### src/rtl/seq_divider.sv
// Multi-cycle RV32M divider (DIV, DIVU, REM, REMU).
// Restoring shift-subtract that resolves one quotient bit per clock. Divide-by-zero
// and signed overflow take a short fixed path. Result and valid are registered.
module seq_divider #(
  parameter int XLEN = 32
) (
  input  logic            clk,
  input  logic            rst,
  input  logic            start,
  input  logic [XLEN-1:0] op1,
  input  logic [XLEN-1:0] op2,
  input  logic [1:0]      funct,
  output logic            ready,
  output logic            valid,
  output logic [XLEN-1:0] result
);

  localparam int              CW      = $clog2(XLEN);
  localparam logic [CW-1:0]   LAST    = CW'(XLEN - 1);
  localparam logic [XLEN-1:0] INT_MIN = {1'b1, {(XLEN-1){1'b0}}};

  typedef enum logic [1:0] {
    S_IDLE,
    S_RUN,
    S_FIX,
    S_DONE
  } state_e;

  state_e          state_q, state_d;
  logic [1:0]      funct_q, funct_d;
  logic [XLEN-1:0] dvd_q, dvd_d;       // dividend, shifted out MSB first
  logic [XLEN-1:0] dsr_q, dsr_d;       // divisor magnitude
  logic [XLEN-1:0] rem_q, rem_d;       // partial remainder (or special remainder)
  logic [XLEN-1:0] quo_q, quo_d;       // quotient bits (or special quotient)
  logic [CW-1:0]   count_q, count_d;
  logic            quot_neg_q, quot_neg_d;
  logic            rem_neg_q, rem_neg_d;
  logic [XLEN-1:0] result_q, result_d;
  logic            valid_q, valid_d;

  // Operand magnitudes and signs; only signed ops (funct[0]=0) look at the sign bits.
  logic            is_signed, sign1, sign2;
  logic [XLEN-1:0] abs1, abs2;

  assign is_signed = ~funct[0];
  assign sign1     = is_signed & op1[XLEN-1];
  assign sign2     = is_signed & op2[XLEN-1];
  assign abs1      = sign1 ? -op1 : op1;
  assign abs2      = sign2 ? -op2 : op2;

  // One restoring step. The shifted remainder can need XLEN+1 bits when the
  // divisor is large, so the compare and subtract are done one bit wider.
  logic [XLEN:0]   rem_ext, diff;
  logic            ge;
  logic [XLEN-1:0] rem_nxt, quo_nxt;

  assign rem_ext = {rem_q, dvd_q[XLEN-1]};
  assign diff    = rem_ext - {1'b0, dsr_q};
  assign ge      = (rem_ext >= {1'b0, dsr_q});
  assign rem_nxt = ge ? diff[XLEN-1:0] : rem_ext[XLEN-1:0];
  assign quo_nxt = {quo_q[XLEN-2:0], ge};

  function automatic logic [XLEN-1:0] apply_sign(input logic neg, input logic [XLEN-1:0] v);
    return neg ? -v : v;
  endfunction

  // Next-state and datapath control for IDLE -> RUN/FIX -> DONE -> IDLE.
  always_comb begin
    // NOTE: every signal assigned here gets a default first, so no path can leave
    // one unassigned and infer a latch.
    state_d    = state_q;
    funct_d    = funct_q;
    dvd_d      = dvd_q;
    dsr_d      = dsr_q;
    rem_d      = rem_q;
    quo_d      = quo_q;
    count_d    = count_q;
    quot_neg_d = quot_neg_q;
    rem_neg_d  = rem_neg_q;
    result_d   = result_q;
    valid_d    = 1'b0;

    unique case (state_q)
      S_IDLE: begin
        if (start) begin
          funct_d = funct;
          if (op2 == '0) begin
            // Divide by zero: quotient all-ones, remainder is the dividend.
            quo_d      = '1;
            rem_d      = op1;
            quot_neg_d = 1'b0;
            rem_neg_d  = 1'b0;
            state_d    = S_FIX;
          end else if (is_signed && op1 == INT_MIN && op2 == '1) begin
            // Signed overflow: quotient is INT_MIN, remainder zero.
            quo_d      = INT_MIN;
            rem_d      = '0;
            quot_neg_d = 1'b0;
            rem_neg_d  = 1'b0;
            state_d    = S_FIX;
          end else begin
            dvd_d      = abs1;
            dsr_d      = abs2;
            rem_d      = '0;
            quo_d      = '0;
            count_d    = '0;
            quot_neg_d = sign1 ^ sign2;
            rem_neg_d  = sign1;
            state_d    = S_RUN;
          end
        end
      end
      S_RUN: begin
        rem_d   = rem_nxt;
        quo_d   = quo_nxt;
        dvd_d   = {dvd_q[XLEN-2:0], 1'b0};
        count_d = count_q + 1'b1;
        if (count_q == LAST) begin
          state_d  = S_DONE;
          valid_d  = 1'b1;
          result_d = funct_q[1] ? apply_sign(rem_neg_q, rem_nxt)
                                : apply_sign(quot_neg_q, quo_nxt);
        end
      end
      S_FIX: begin
        state_d  = S_DONE;
        valid_d  = 1'b1;
        result_d = funct_q[1] ? rem_q : quo_q;
      end
      S_DONE: begin
        state_d = S_IDLE;
      end
      default: begin
        state_d = S_IDLE;
      end
    endcase
  end

  // State and datapath registers; reset aborts any operation in flight.
  always_ff @(posedge clk or posedge rst) begin
    // NOTE: there are no memory arrays here, so every register can take a reset
    // value; non-blocking updates keep all registers sampling pre-edge values.
    if (rst) begin
      state_q    <= S_IDLE;
      funct_q    <= '0;
      dvd_q      <= '0;
      dsr_q      <= '0;
      rem_q      <= '0;
      quo_q      <= '0;
      count_q    <= '0;
      quot_neg_q <= 1'b0;
      rem_neg_q  <= 1'b0;
      result_q   <= '0;
      valid_q    <= 1'b0;
    end else begin
      state_q    <= state_d;
      funct_q    <= funct_d;
      dvd_q      <= dvd_d;
      dsr_q      <= dsr_d;
      rem_q      <= rem_d;
      quo_q      <= quo_d;
      count_q    <= count_d;
      quot_neg_q <= quot_neg_d;
      rem_neg_q  <= rem_neg_d;
      result_q   <= result_d;
      valid_q    <= valid_d;
    end
  end

  assign ready  = (state_q == S_IDLE);
  assign valid  = valid_q;
  assign result = result_q;

endmodule
### config.mk
export PLATFORM = sky130hd
export DESIGN_NAME = seq_divider
export DESIGN_NICKNAME = d
export VERILOG_FILES = /design/src/rtl/seq_divider.sv
export SDC_FILE = /design/constraint.sdc
export NUM_CORES = 1
export LEC_CHECK = 0
export CORE_ASPECT_RATIO = 0.8
export CORE_MARGIN = 8
export CORE_UTILIZATION = 40
export DETAILED_ROUTE_END_ITERATION = 10
export SETUP_SLACK_MARGIN = 0.1
export SLEW_MARGIN = 15
export SYNTH_ARGS = -nofsm -noshare
export SYNTH_HDL_FRONTEND = slang
export SYNTH_SLANG_ARGS = --single-unit
### constraint.sdc
create_clock -name clk -period 6.6 [get_ports clk]
set_input_delay 0.99 -clock clk [delete_from_list [all_inputs] [get_ports clk]]
set_output_delay 0.99 -clock clk [all_outputs]
set_load 0.03 [all_outputs]
==> results.tsv <==
stage	metric	value	unit
sta	# setup viols final	0	
sta	Slew @ Worst Pin	1100	ps
synth	cells after synthesis	1786	
grt	first-pass GRT wire length	77200	um
sta	Worst slew margin	26.8	%
routing	vias per cell	6.02	
placed_design	number of I/O port buffers	102	
die	Die W	224	um
hold_path	Hold Crit Start	result[12]	
critical_path	CP max FO	17	
cts	CTS tree	yes	
cts	TritonCTS Sinks	171	
sta	fmax	177	MHz
cts	Clock Latency Late Sink	460	ps
synth	Cell variety after synth	102	
synth	Top FF cell, synth	dfrtp_1	
cts	Reg clk slew, reported paths	70	ps
synth	Async SR Flop Fraction	100	%
synth	Commonest cells post-synth	a21oi_1 (210), nand2_1 (197), nor2_1 (197), dfrtp_1 (171), o21ai_0 (169)	
layout	post-layout net count	1916	
synth	Syn Nets	1898	
cts	hold_buf cts	0	
synth	Yosys top cell by area	dfrtp_1	
sta	Setup TNS	0	ps
routing	Residual DRC	0	
die	die span in y	183	um
die	FP Rows	61	
layout	Non-Filler Instances	2290	
placed_design	HPWL after DPL	38000	um
grt	global route total overflow	0	
synth	Post-synth EDFFs	0	
critical_path	CP Data Required Time	6920	ps
cts	CTS max path bufs	2	
run_status	status	completed	
synth	Syn Area/Cell	7.79	um2
routing	drt first-iter violations	1439	
sta	Final Hold Fails	0	
grt	vias in the first global route	13000	
synth	count leader, synth	a21oi_1	
cts	postcts setup bufs	0	
synth	sequential area share after synthesis	30.8	%
die	Initial Utilization	40.3	%
synth	Synth area leaders	dfrtp_1 (31%), a21oi_1 (7.6%), o21ai_0 (6.1%)	
critical_path	Worst Setup SP	rem_q[7]	
cts	H-tree lvl count	4	
critical_path	arrival time worst endpoint	5970	ps
routing	drt wl/cell	21.8	um
routing	Initial DRT Pass Iterations	6	
critical_path	critical path capture point type	register	
placed_design	GP Congestion	0.929	
sta	worst clock skew	12.1	ps
grt	largest net degree at the start of global routing	129	
routing	Routed WL	49900	um
layout	layout cells sized above 1	6.27	%
grt	initial antenna violation count	0	
grt	gr usage total	24.0	%
sta	final worst path period need	5650	ps
cts	CTS root buffer	clkbuf_16	
synth	Netlist Area Pre-Place	13900	um2
die	full die area	41000	um2
critical_path	element type at the critical path start	register	
sta	Pins Over Slew Limit	0	
cts	PostCTS Resize Cnt	0	
placed_design	placed insts	2257	
sta	RSZ-0062 raised after global routing	no	
hold_path	Hold Crit Class	reg2reg	
die	IO Pins	103	
synth	#FFs+latches synth	171	
critical_path	start of the worst register-to-register path	rem_q[7]	
flow_run	max-cap violations	0	
sta	final cycle utilization of the critical path	85.6	%
routing	Antenna Violating Nets Remaining	0	
routing	via count	13800	
critical_path	Crit Path Category	reg2reg	
synth	Yosys top cell area share	30.8	%
synth	Ys Warns	0	
die	core footprint	34500	um2
layout	Area growth syn-to-layout	14.0	%
cts	CTS Buf Count	17	
## final timing paths
kind | slack, ps | end | depth (start not counted)
max in group asynchronous | 4260 | funct_q[1] | 3
min | 480 | result[12] | 2
min in group asynchronous | 950 | count_q[3] | 2
min reg2reg | 480 | result[12] | 2
max | 950 | result[30] | 20
max reg2reg | 950 | result[30] | 20
## layout by cell type (no fill, tap or decap), types with 14 or more instances in the layout
| cell | instances |
|---|---|
| a21oi_1 | 210 |
| nand2_1 | 197 |
| nor2_1 | 196 |
| dfrtp_1 | 170 |
| o21ai_0 | 168 |
| clkdlybuf4s50_1 | 102 |
| xnor2_1 | 61 |
| xor2_1 | 60 |
| inv_1 | 58 |
| ha_1 | 40 |
| nor3_1 | 39 |
| nand3_1 | 32 |
| mux2i_1 | 24 |
| o31ai_1 | 24 |
| or3_1 | 24 |
| nand4_1 | 23 |
| a31oi_1 | 23 |
| o21a_1 | 20 |
| and3_1 | 18 |
| buf_4 | 18 |
| or4_1 | 17 |
| clkbuf_16 | 17 |
| o41ai_1 | 16 |
| o221ai_1 | 15 |
| o211ai_1 | 14 |
## metrics by stage
stage | setup slack (ps) | area [um2] | hold slack [ps] | util (%)
global route | 650 | 15900 | 507 | 46.0
detailed placement | 1130 | 15300 | 471 | 44.2
floorplan | 978 | 13900 | 449 | -
CTS | 1090 | 15900 | 486 | 46.0
finish | 953 | 15900 | 481 | 46.0
global placement | 1190 | 15300 | 462 | 44.2
## worst max-delay path, cell delays in order, from the launching register on
cell	delay, ps
dfrtp_1	480
ha_1	470
a21oi_2	310
o22ai_2	180
a41o_1	340
o31ai_4	500
nand2_4	230
nor2_1	140
a21oi_1	90
inv_1	80
ha_1	180
inv_1	70
a31oi_1	200
o211ai_1	160
or3b_1	440
o32a_2	480
a21oi_2	160
or4b_4	500
o31ai_2	240
xor2_1	170
o22ai_1	90
## cell type report
type                    instances  area (um2)
flip-flops and latches        171        4280
fillers                      3540       18600
multi-input cells            1430        8950
inverters                      62         238
diodes                          1        2.50
repair buffers                122        1200
clock inverters                11         136
clock buffers                  21         470
well taps                     472         591
## routing by layer
metal	vias up	share of wire (%)	global-route usage (%)	routed length [um]
met1	6682	46	33.7	22700
li1	6517	-	-	-
met3	60	8.3	5.71	4130
met2	529	44	36.9	22100
met5	-	0	0	0
met4	0	1.8	5.80	909
## registers in the layout, summed over array words and instances (netlist names)
signal	flops
funct_q	1
quo_q	32
rem_q	32
valid	1
rem_neg_q	1
count_q	5
quot_neg_q	1
result	32
dsr_q	32
dvd_q	32
state_q	2
## kinds of logic after synthesis
group | Yosys count | synth area share [%]
flip-flops | 171 | 30.8
adder cells (fa/ha/maj) | 43 | 3.92
buffers and inverters | 185 | 5.33
multiplexers | 43 | 3.99
AO/OA/AOI/OAI | 607 | 27.6
XOR/XNOR | 121 | 7.62
AND/OR/NAND/NOR | 616 | 20.7
Power is left out: the tool's default activity adds up to more than one toggle a clock period on the data nets, which glitch-free logic cannot reach.
